**config.mk**
```make
export PLATFORM = sky130hd
export DESIGN_NAME = rr_stream_mux_flat
export DESIGN_NICKNAME = d
export VERILOG_FILES = /design/src/rtl/mux_arb_pkg.sv /design/src/rtl/rr_stream_mux_if.sv /design/src/rtl/rr_arbiter.sv /design/src/rtl/rr_stream_mux.sv /design/src/flat_wrapper.sv
export SDC_FILE = /design/constraint.sdc
export NUM_CORES = 1
export LEC_CHECK = 0
export CORE_MARGIN = 10
export CORE_UTILIZATION = 36
export DETAILED_ROUTE_END_ITERATION = 6
export PLACE_DENSITY = 0.78
export SETUP_SLACK_MARGIN = 0.2
export SLEW_MARGIN = 40
export SYNTH_ARGS = -nofsm -noshare
export SYNTH_HDL_FRONTEND = slang
export SYNTH_HIERARCHICAL = 1
export SYNTH_SLANG_ARGS = --single-unit
```
**constraint.sdc**
```tcl
create_clock -name clk -period 2.1 [get_ports clk]
set_input_delay 0.315 -clock clk [delete_from_list [all_inputs] [get_ports clk]]
set_output_delay 0.315 -clock clk [all_outputs]
set_load 0.02 [all_outputs]
```
**src/rtl/mux_arb_pkg.sv**
```systemverilog
// ---------------------------------------------------------------------------
// mux_arb_pkg
//   Shared constants and helpers for the round-robin stream multiplexer.
//   - MODE_FIXED / MODE_RR : arbitration mode selectors for the MODE parameter
//   - lock_state_e         : packet-lock FSM states
//   - clog2_min1()         : channel-index width, never narrower than 1 bit
// ---------------------------------------------------------------------------
package mux_arb_pkg;

    localparam int MODE_FIXED = 0;
    localparam int MODE_RR    = 1;

    typedef enum logic {
        UNLOCKED = 1'b0,
        LOCKED   = 1'b1
    } lock_state_e;

    // $clog2(1) and $clog2(2) would give 0 and 1; an index needs at least one
    // bit, so small channel counts are clamped.
    function automatic int clog2_min1(input int n);
        return (n <= 2) ? 1 : $clog2(n);
    endfunction

endpackage

```
**src/rtl/rr_stream_mux_if.sv**
```systemverilog
// ---------------------------------------------------------------------------
// rr_stream_mux_if
//   Bundle of the N producer-side streams and the single consumer-side stream
//   of rr_stream_mux.
//   Producer side : in_valid[N], in_ready[N], in_data[N*W], in_last[N]
//                   (channel i data lives at in_data[i*W +: W])
//   Consumer side : out_valid, out_ready, out_data[W], out_last, out_sel[SEL_W]
//   Modports:
//     master - the multiplexer itself (drives in_ready and the output stream)
//     slave  - the surrounding environment (producers + consumer)
// ---------------------------------------------------------------------------
interface rr_stream_mux_if
    import mux_arb_pkg::*;
#(
    parameter int N = 4,
    parameter int W = 8
) ();

    localparam int SEL_W = clog2_min1(N);

    logic [N-1:0]     in_valid;
    logic [N-1:0]     in_ready;
    logic [N*W-1:0]   in_data;
    logic [N-1:0]     in_last;

    logic             out_valid;
    logic             out_ready;
    logic [W-1:0]     out_data;
    logic             out_last;
    logic [SEL_W-1:0] out_sel;

    modport master (
        input  in_valid, in_data, in_last, out_ready,
        output in_ready, out_valid, out_data, out_last, out_sel
    );

    modport slave (
        output in_valid, in_data, in_last, out_ready,
        input  in_ready, out_valid, out_data, out_last, out_sel
    );

endinterface

```
**src/rtl/rr_arbiter.sv**
```systemverilog
// ---------------------------------------------------------------------------
// rr_arbiter
//   Purely combinational N-way arbiter.
//   Inputs : req[N]          - per-channel request (in_valid)
//            ptr[SEL_W]      - round-robin search start (owned by the caller)
//            lock            - a packet is in flight, stick to lock_idx
//            lock_idx[SEL_W] - channel that owns the in-flight packet
//   Outputs: grant_idx       - selected channel
//            grant_vld       - the selected channel is actually requesting
//   MODE_FIXED: lowest requesting index wins.
//   MODE_RR   : first requesting index at or after ptr, wrapping N-1 -> 0.
//   While locked, only lock_idx can win; if it is idle, grant_vld is 0.
// ---------------------------------------------------------------------------
module rr_arbiter
    import mux_arb_pkg::*;
#(
    parameter int N     = 4,
    parameter int MODE  = MODE_RR,
    parameter int SEL_W = clog2_min1(N)
) (
    input  logic [N-1:0]     req,
    input  logic [SEL_W-1:0] ptr,
    input  logic             lock,
    input  logic [SEL_W-1:0] lock_idx,
    output logic [SEL_W-1:0] grant_idx,
    output logic             grant_vld
);

    logic [SEL_W-1:0] fp_idx;
    logic [SEL_W-1:0] rr_idx;

    // Scan from the top down so the last hit (lowest index) is the one kept.
    always_comb begin
        fp_idx = '0;
        for (int i = N - 1; i >= 0; i--) begin
            if (req[i]) fp_idx = SEL_W'(i);
        end
    end

    // Rotate the search start to ptr. ptr is only ever loaded with values
    // below N, but a non-power-of-two N leaves unreachable codes, so treat
    // any such code as 0 rather than indexing past the request vector.
    always_comb begin
        int   base;
        int   idx;
        logic found;
        rr_idx = '0;
        found  = 1'b0;
        base   = (int'(ptr) < N) ? int'(ptr) : 0;
        for (int k = 0; k < N; k++) begin
            idx = base + k;
            if (idx >= N) idx = idx - N;
            if (!found && req[idx]) begin
                found  = 1'b1;
                rr_idx = SEL_W'(idx);
            end
        end
    end

    always_comb begin
        grant_idx = (MODE == MODE_FIXED) ? fp_idx : rr_idx;
        grant_vld = |req;
        if (lock) begin
            grant_idx = lock_idx;
            grant_vld = req[lock_idx];
        end
    end

endmodule

```
**src/rtl/rr_stream_mux.sv**
```systemverilog
// ---------------------------------------------------------------------------
// rr_stream_mux
//   N:1 valid/ready stream multiplexer with an internal arbiter and a single
//   registered output stage. Optionally holds the grant for a whole packet
//   (from the first beat until the beat carrying in_last).
//   Ports:
//     clk   - rising-edge clock
//     rst_n - synchronous active-low reset
//     bus   - rr_stream_mux_if.master: N input streams, one output stream
//             and out_sel (source channel of the current output beat)
//   Timing: a beat accepted on cycle t appears on the output at t+1; with
//   out_ready held high one beat moves per cycle. out_ready only reaches
//   in_ready combinationally, never out_valid/out_data.
// ---------------------------------------------------------------------------
module rr_stream_mux
    import mux_arb_pkg::*;
#(
    parameter int N        = 4,
    parameter int W        = 8,
    parameter int MODE     = MODE_RR,
    parameter int PKT_LOCK = 1
) (
    input  logic            clk,
    input  logic            rst_n,
    rr_stream_mux_if.master bus
);

    localparam int SEL_W = clog2_min1(N);

    logic [N-1:0][W-1:0] ch_data;

    logic [SEL_W-1:0]    grant_idx;
    logic                grant_vld;
    logic                load_en;
    logic                xfer;
    logic                xfer_last;
    logic [SEL_W-1:0]    nxt_ptr;

    lock_state_e         state_q, state_d;
    logic [SEL_W-1:0]    ptr_q, ptr_d;
    logic [SEL_W-1:0]    lock_idx_q, lock_idx_d;

    logic                out_valid_q;
    logic                out_last_q;
    logic [W-1:0]        out_data_q;
    logic [SEL_W-1:0]    out_sel_q;

    assign ch_data = bus.in_data;

    rr_arbiter #(
        .N     (N),
        .MODE  (MODE),
        .SEL_W (SEL_W)
    ) u_arb (
        .req       (bus.in_valid),
        .ptr       (ptr_q),
        .lock      (state_q == LOCKED),
        .lock_idx  (lock_idx_q),
        .grant_idx (grant_idx),
        .grant_vld (grant_vld)
    );

    // The output register can take a new beat when it is empty or being
    // drained this cycle.
    assign load_en   = !out_valid_q || bus.out_ready;
    assign xfer      = load_en && grant_vld;
    assign xfer_last = bus.in_last[grant_idx];
    assign nxt_ptr   = (grant_idx == SEL_W'(N - 1)) ? '0 : grant_idx + SEL_W'(1);

    // One-hot ready toward the granted producer only; gating with grant_vld
    // keeps every ready low when nobody is requesting.
    always_comb begin
        bus.in_ready = '0;
        if (xfer) bus.in_ready[grant_idx] = 1'b1;
    end

    // -----------------------------------------------------------------------
    // Packet-lock FSM and round-robin pointer
    // -----------------------------------------------------------------------
    always_ff @(posedge clk) begin
        if (!rst_n) begin
            state_q    <= UNLOCKED;
            ptr_q      <= '0;
            lock_idx_q <= '0;
        end else begin
            state_q    <= state_d;
            ptr_q      <= ptr_d;
            lock_idx_q <= lock_idx_d;
        end
    end

    // The pointer only moves when a beat ends arbitration: a single-beat
    // packet, the closing beat of a locked packet, or any beat when packet
    // locking is disabled. Opening a packet leaves it where it is.
    always_comb begin
        state_d    = state_q;
        ptr_d      = ptr_q;
        lock_idx_d = lock_idx_q;
        if (xfer) begin
            unique case (state_q)
                UNLOCKED: begin
                    if ((PKT_LOCK != 0) && !xfer_last) begin
                        state_d    = LOCKED;
                        lock_idx_d = grant_idx;
                    end else begin
                        ptr_d = nxt_ptr;
                    end
                end
                LOCKED: begin
                    // grant_idx equals lock_idx here, so nxt_ptr is past it.
                    if (xfer_last) begin
                        state_d = UNLOCKED;
                        ptr_d   = nxt_ptr;
                    end
                end
                default: state_d = UNLOCKED;
            endcase
        end
    end

    // -----------------------------------------------------------------------
    // Output register
    // -----------------------------------------------------------------------
    always_ff @(posedge clk) begin
        if (!rst_n) begin
            out_valid_q <= 1'b0;
            out_data_q  <= '0;
            out_last_q  <= 1'b0;
            out_sel_q   <= '0;
        end else if (load_en) begin
            if (grant_vld) begin
                out_valid_q <= 1'b1;
                out_data_q  <= ch_data[grant_idx];
                out_last_q  <= xfer_last;
                out_sel_q   <= grant_idx;
            end else begin
                // Drained with nothing to replace it (includes a locked
                // channel going idle mid-packet): emit a bubble, keep the
                // payload registers as they were.
                out_valid_q <= 1'b0;
            end
        end
    end

    assign bus.out_valid = out_valid_q;
    assign bus.out_data  = out_data_q;
    assign bus.out_last  = out_last_q;
    assign bus.out_sel   = out_sel_q;

endmodule
```
**src/flat_wrapper.sv**
```systemverilog
// flat-port wrapper written by rule: the top's interface ports become plain ports
module rr_stream_mux_flat import mux_arb_pkg::*;
#(
    parameter int N        = 4,
    parameter int W        = 8,
    parameter int MODE     = MODE_RR,
    parameter int PKT_LOCK = 1
)
  (clk, rst_n, bus_in_valid, bus_in_data, bus_in_last, bus_out_ready, bus_in_ready, bus_out_valid, bus_out_data, bus_out_last, bus_out_sel);
  rr_stream_mux_if #(.N(N), .W(W)) bus_i ();
  input  logic clk;
  input  logic rst_n;
  input wire logic [$bits(bus_i.in_valid)-1:0] bus_in_valid;
  input wire logic [$bits(bus_i.in_data)-1:0] bus_in_data;
  input wire logic [$bits(bus_i.in_last)-1:0] bus_in_last;
  input wire logic [$bits(bus_i.out_ready)-1:0] bus_out_ready;
  output wire logic [$bits(bus_i.in_ready)-1:0] bus_in_ready;
  output wire logic [$bits(bus_i.out_valid)-1:0] bus_out_valid;
  output wire logic [$bits(bus_i.out_data)-1:0] bus_out_data;
  output wire logic [$bits(bus_i.out_last)-1:0] bus_out_last;
  output wire logic [$bits(bus_i.out_sel)-1:0] bus_out_sel;
  assign bus_i.in_valid = bus_in_valid;
  assign bus_i.in_data = bus_in_data;
  assign bus_i.in_last = bus_in_last;
  assign bus_i.out_ready = bus_out_ready;
  assign bus_in_ready = bus_i.in_ready;
  assign bus_out_valid = bus_i.out_valid;
  assign bus_out_data = bus_i.out_data;
  assign bus_out_last = bus_i.out_last;
  assign bus_out_sel = bus_i.out_sel;
  rr_stream_mux #(.N(N), .W(W), .MODE(MODE), .PKT_LOCK(PKT_LOCK)) u_core (.clk(clk), .rst_n(rst_n), .bus(bus_i));
endmodule
```
==> impl_metrics.json, run 1 <==
{
  "outcome": "finished, final reports clean",
  "synth_area_um2": 1170,
  "vias_per_cell": 5.21,
  "rr_worst_depth": 8,
  "max_stage_delay_ns": 0.38,
  "fmax_mhz": 481,
  "critPathMostFrequentCell": "buf_4",
  "antenna_found_initial": 0,
  "dp_cells": 225,
  "die-area_um2": 5930,
  "crit-reg2reg-launch": "u_core/state_q",
  "cp_data_arrival_time_ns": 1.76,
  "final_max_slew_viol_count": 0,
  "cts.clk_slew.worst_paths_ns": 0.10,
  "startpoint_type": "flip-flop",
  "rsz0062_at_grt": "true",
  "rows": 20,
  "post_drt_wl_per_cell_um": 16.6,
  "rrSetupSlack_ns": 0.06,
  "cp_slowest_cell": "dfxtp_2",
  "cap_violations": 0,
  "vias": 1209,
  "nFillCells": 250,
  "syn_avg_cell_area_um2": 9.58,
  "clockPowerShare": 0.105,
  "synth_seq_cells": 17,
  "cts-root-buf": "clkbuf_4",
  "cts-buffers-inserted": 3,
  "grt_max_degree": 14,
  "wirelength_um": 3860,
  "dr.pass1.iters": 4,
  "gr-total-overflow": 0,
  "first_global_vias": 1300,
  "yosysSeqAreaShare": 0.291,
  "r2r_end": "u_core/lock_idx_q[0]",
  "tightest_slew_ns": 0.301,
  "total_power_mw": 1.65,
  "hold_buffers": 0,
  "cp_cell_sequence": "buf_4 -> nand2_1 -> o211ai_1 -> buf_4 -> buf_8 -> ha_2 -> and3_4 -> buf_6",
  "setup_viol": 0,
  "synth_cell_types": 33,
  "diodes": 0,
  "relSlewSlack": 0.799,
  "power_frac_seq": 0.275,
  "grt_pass1_wl_um": 6130,
  "start_util": 0.380,
  "p_comb_frac": 0.621,
  "crit_start": "u_core/state_q",
  "postRouteAntennaNets": 0,
  "detail_route.iter0.violations": 85,
  "hold-path-endpoint": "u_core/bus.out_sel[1]",
  "layout_min_cycle_time_ns": 2.08,
  "drc": 0,
  "cp_num_buf_inv": 4,
  "max-vdd-ir-drop_v": 0.000461,
  "core_um2": 3080,
  "io_pins": 59,
  "fin_crit_sh": 0.990,
  "nNetsFinal": 236,
  "path_class": "reg -> out",
  "clock_skew_ns": 0.00689,
  "grt_usage": 0.121,
  "worst_ep_required_time_ns": 1.78,
  "die_h_um": 77.0,
  "routabilityCongestion": 0.857,
  "finalHoldViolCount": 0,
  "cp_max_fo": 6,
  "synth_nets": 169,
  "post-route-util": 0.648,
  "htreeDepth": 1,
  "clockBufferDepth": 2,
  "dp_hpwl_um": 3000,
  "hp-start": "u_core/bus.out_sel[1]",
  "p_sw_uw": 621,
  "cts_tree": "done",
  "cp_top_family": "buffers and inverters",
  "clock_sinks": 17,
  "power_leakage_nw": 0.744,
  "stdcell_count": 232,
  "worstHoldPathType": "reg -> reg",
  "yosys_warnings": 6,
  "areaGrowthSynthToFinish_pct": 70.6,
  "clkLatencyLatePin_ns": 0.28,
  "cp-end-kind": "primary output",
  "power.internal_mw": 1.03,
  "synthCells": 122,
  "io_buffers": 58,
  "power.density_nw_per_um2": 829,
  "switching_share": 0.376,
  "dieWidth_um": 77.0,
  "drive_gt1_frac": 0.319,
  "whs_path_depth": 2,
  "tns_ns": 0
}
==> timing repair <==
| item | CTS | global route |
|---|---|---|
| gates resized for setup | 35 | 32 |
| endpoints found under the hold margin | 0 | 0 |
| buffers inserted | 3 | 0 |
| pin swaps | 4 | 7 |
| setup endpoints to repair | 21 | 20 |
==> per-stage QoR <==
step	setup WS (ns)	cell area [um2]	hold WS (ns)
after floorplan	0.0768	1190	0.458
after global placement	-0.646	1810	0.463
after detailed placement	-0.748	1810	0.470
after CTS	-0.0282	1890	0.485
after global routing	-0.0329	1990	0.511
final	0.0214	1990	0.480
==> state kept, by name, summed over array words and instances, names as in the netlist <==
| register | flops |
|---|---|
| u_core/ptr_q | 2 |
| u_core/lock_idx_q | 2 |
| u_core/bus.out_sel | 2 |
| u_core/state_q | 1 |
| u_core/bus.out_valid | 1 |
| u_core/bus.out_data | 8 |
| u_core/bus.out_last | 1 |
==> routing by layer <==
| metal | vias to the layer above | routed length, um | GRT usage |
|---|---|---|---|
| met4 | 0 | 46 | 0.0401 |
| met3 | 4 | 298 | 0.0350 |
| met5 | - | 0 | 0 |
| met1 | 577 | 1430 | 0.131 |
| met2 | 46 | 2080 | 0.220 |
| li1 | 582 | - | - |
==> cells in the final DEF (no fill, tap or decap), types with 3 or more instances in the layout <==
cell	Yosys	layout
clkdlybuf4s50_1	0	50
inv_1	6	4
a21oi_1	14	12
buf_6	1	5
ha_4	0	3
o21ai_0	13	13
nand2_1	11	11
mux2i_1	5	5
nand3_1	11	10
mux4_2	7	9
clkbuf_4	0	3
dfxtp_1	17	14
and3_4	0	4
buf_4	0	11
==> worst max path at each step <==
stage                           endpoint  depth (start not counted)  slack [ns]
finish                   bus_in_ready[3]                          8        0.02
global route             bus_in_ready[3]                          8       -0.03
CTS                      bus_in_ready[0]                         10       -0.03
detailed placement       bus_in_ready[0]                          8       -0.75
global placement         bus_in_ready[2]                          8       -0.65
floorplan           u_core/lock_idx_q[0]                          5        0.08
==> synth_stat cells <==
library cell / number / area share
buf_1: 1 / 0.0032
clkbuf_1: 4 / 0.013
clkbuf_8: 2 / 0.024
inv_1: 6 / 0.019
nand2b_1: 2 / 0.011
nand3_2: 1 / 0.0086
nand2_1: 11 / 0.035
inv_2: 1 / 0.0032
nor3b_2: 1 / 0.011
bufbuf_16: 1 / 0.028
mux2i_1: 5 / 0.043
ha_1: 4 / 0.043
a22o_1: 1 / 0.0075
o21ai_0: 13 / 0.056
dfxtp_1: 17 / 0.29
and3_1: 4 / 0.021
mux4_2: 7 / 0.13
mux4_1: 2 / 0.045
nand3b_1: 1 / 0.0064
nor4_4: 1 / 0.018
buf_2: 1 / 0.0043
or3_1: 2 / 0.011
o211ai_1: 1 / 0.0064
and2b_2: 1 / 0.0075
o31ai_1: 1 / 0.0064
a31oi_1: 1 / 0.0054
nor2_1: 1 / 0.0032
o2111ai_1: 1 / 0.0075
or2_1: 1 / 0.0054
nand3_1: 11 / 0.047
a21oi_1: 14 / 0.060
o22ai_1: 1 / 0.0054
buf_6: 1 / 0.0096
==> power by group through the flow <==
stage               registers, mW  clock network, mW  logic [mW]
floorplan                   0.504                  0       0.489
global placement            0.446                  0       0.845
detailed placement          0.446                  0       0.864
CTS                         0.441              0.180       0.923
global route                0.463              0.195        1.10
finish                      0.454              0.173        1.03
==> cells by family after synthesis <==
group / share of synthesized area
and+or+nand+nor: 0.185
AOI/OAI and AO/OA: 0.154
buffers and inverters: 0.104
DFF: 0.291
muxes: 0.223
adders and majority gates: 0.0428
==> final cells by class <==
class                           count  area, um2  share of cell area
Tap cell                           44       55.1              0.0276
Clock buffer                        3       22.5              0.0113
Inverter                            7       36.3              0.0182
Sequential cell                    17        349               0.175
Clock inverter                      1       5.00             0.00251
Multi-Input combinational cell     88        823               0.413
Timing Repair Buffer               72        702               0.352
==> worst reg2reg max path: cells and delay by family (launching register included) <==
family / cells / cell delay (ns)
AO/OA/AOI/OAI: 1 / 0.09
buffers and inverters: 3 / 0.42
flip-flops: 1 / 0.38
multiplexers: 2 / 0.78
AND/OR/NAND/NOR: 2 / 0.32
No activity file was read; power rests on OpenSTA's default activity.
==> run 2, diff against run 1 <==
--- a/config.mk
+++ b/config.mk
@@ -15,3 +15,4 @@
 export SYNTH_HDL_FRONTEND = slang
 export SYNTH_HIERARCHICAL = 1
 export SYNTH_SLANG_ARGS = --single-unit
+export TNS_END_PERCENT = 20
==> impl_metrics.json, run 2 (synthesized netlist as in run 1, its figures left out) <==
{
  "crit-reg2reg-launch": "u_core/ptr_q[0]",
  "drc": 0,
  "worstHoldPathType": "reg -> reg",
  "rows": 20,
  "vias_per_cell": 5.35,
  "r2r_end": "u_core/ptr_q[1]",
  "fin_crit_sh": 0.987,
  "relSlewSlack": 0.807,
  "cp_max_fo": 5,
  "routabilityCongestion": 0.828,
  "die-area_um2": 5930,
  "wirelength_um": 4070,
  "startpoint_type": "flip-flop",
  "antenna_found_initial": 0,
  "areaGrowthSynthToFinish_pct": 67.9,
  "nNetsFinal": 236,
  "rr_worst_depth": 9,
  "rsz0062_at_grt": "true",
  "power_leakage_nw": 0.745,
  "first_global_vias": 1411,
  "cap_violations": 0,
  "start_util": 0.380,
  "final_common_cell": "clkdlybuf4s50_1",
  "postRouteAntennaNets": 0,
  "post-route-util": 0.637,
  "worst_ep_required_time_ns": 1.78,
  "clockBufferDepth": 2,
  "cts_tree": "done",
  "finalHoldViolCount": 0,
  "dieWidth_um": 77.0,
  "cts-buffers-inserted": 3,
  "path_class": "reg -> out",
  "largest_register_ffs": 8,
  "whs_path_depth": 2,
  "grt_pass1_wl_um": 6480,
  "detail_route.iter0.violations": 91,
  "power.density_nw_per_um2": 834,
  "tns_ns": 0,
  "nFillCells": 256,
  "cts.clk_slew.worst_paths_ns": 0.10,
  "stdcell_count": 232,
  "io_buffers": 58,
  "setup_viol": 0,
  "post_drt_wl_per_cell_um": 17.6,
  "diodes": 0,
  "clock_skew_ns": 0.00290,
  "clock_sinks": 17,
  "core_um2": 3080,
  "gr-total-overflow": 0,
  "grt_usage": 0.132,
  "final_cell_mix": "clkdlybuf4s50_1 (50), dfxtp_1 (14), o21ai_0 (13), a21oi_1 (13)",
  "fmax_mhz": 482,
  "dr.pass1.iters": 4,
  "cts-root-buf": "clkbuf_4",
  "outcome": "finished, final reports clean",
  "grt_max_degree": 14,
  "hp-start": "u_core/bus.out_sel[1]",
  "tightest_slew_ns": 0.289,
  "vias": 1242,
  "dp_cells": 223,
  "max-vdd-ir-drop_v": 0.000447,
  "hold-path-endpoint": "u_core/bus.out_sel[1]",
  "die_h_um": 77.0,
  "rrSetupSlack_ns": 0.05,
  "hold_buffers": 0,
  "cp-end-kind": "primary output",
  "io_pins": 59,
  "placed_area_um2": 1790,
  "dp_hpwl_um": 3150,
  "cp_data_arrival_time_ns": 1.76,
  "clkLatencyLatePin_ns": 0.30,
  "htreeDepth": 1,
  "final_max_slew_viol_count": 0,
  "layout_min_cycle_time_ns": 2.07,
  "drive_gt1_frac": 0.287,
  "stdcell_area_um2": 1960
}
-- run 2: cell types whose count changed in the layout (fill, tap and decap cells not counted), moves of 2 or more --
cell,change
mux4_2,-2
inv_4,-2
inv_2,+2
buf_6,+2
mux4_1,+2
buf_8,-2
ha_4,-2
clkdlybuf4s15_2,+2
-- run 2: through the flow --
step           hold WS [ns]  total power, mW  setup WS [ns]
3_5_place_dp          0.471             1.30         -0.753
4_1_cts               0.485             1.56        -0.0123
6_report              0.481             1.64         0.0269
3_3_place_gp          0.464             1.27         -0.647
5_1_grt               0.517             1.75        -0.0706
2_1_floorplan         0.458            0.984         0.0766
-- run 2: cell type report --
class	count	area, um2	share of cell area
Multi-Input combinational cell	88	786	0.401
Timing Repair Buffer	72	716	0.365
Sequential cell	17	352	0.179
Tap cell	44	55.1	0.0281
Inverter	7	26.3	0.0134
Clock buffer	3	22.5	0.0115
Clock inverter	1	5.00	0.00255
-- run 2: metal layers --
metal	wire length, um	global-route usage
met2	2180	0.239
met1	1450	0.130
met3	329	0.0443
met5	0	0
met4	109	0.0675
-- run 2: worst max path at each step --
stage / from / endpoint / slack [ns] / depth (start not counted)
floorplan: u_core/state_q / u_core/lock_idx_q[0] / 0.08 / 5
global placement: bus_in_valid[3] / bus_in_ready[0] / -0.65 / 8
detailed placement: bus_in_valid[3] / u_core/lock_idx_q[0] / -0.75 / 8
CTS: u_core/ptr_q[1] / bus_in_ready[2] / -0.01 / 8
global route: u_core/ptr_q[0] / bus_in_ready[1] / -0.07 / 8
finish: u_core/ptr_q[0] / bus_in_ready[2] / 0.03 / 8
-- run 2: what timing repair did --
item	CTS	global route
pin swaps	7	6
buffers inserted	5	0
hold endpoints to repair	0	0
endpoints found under the setup margin	21	20
gates resized for setup	39	21
-- run 2: where the power goes --
part | leakage (nW) | switching [mW] | internal (mW)
registers | 0.142 | 0.0593 | 0.401
logic | 0.585 | 0.442 | 0.552
clock network | 0.0177 | 0.110 | 0.0712
total | 0.745 | 0.612 | 1.02
-- run 2: worst max-delay path, cell delays in order (launching register included) --
cell and delay [ns]:
dfxtp_4 0.38, nand2b_4 0.13, a21oi_2 0.05, o31ai_2 0.22
buf_4 0.18, buf_6 0.10, ha_4 0.11, and3_4 0.17
buf_6 0.11
==> run 3, diff against run 2 <==
--- a/config.mk
+++ b/config.mk
@@ -5,6 +5,7 @@
 export SDC_FILE = /design/constraint.sdc
 export NUM_CORES = 1
 export LEC_CHECK = 0
+export CAP_MARGIN = 10
 export CORE_MARGIN = 10
 export CORE_UTILIZATION = 36
 export DETAILED_ROUTE_END_ITERATION = 6
==> results of run 3 <==
Final layout, timing and power as in run 2 (identical DEF).
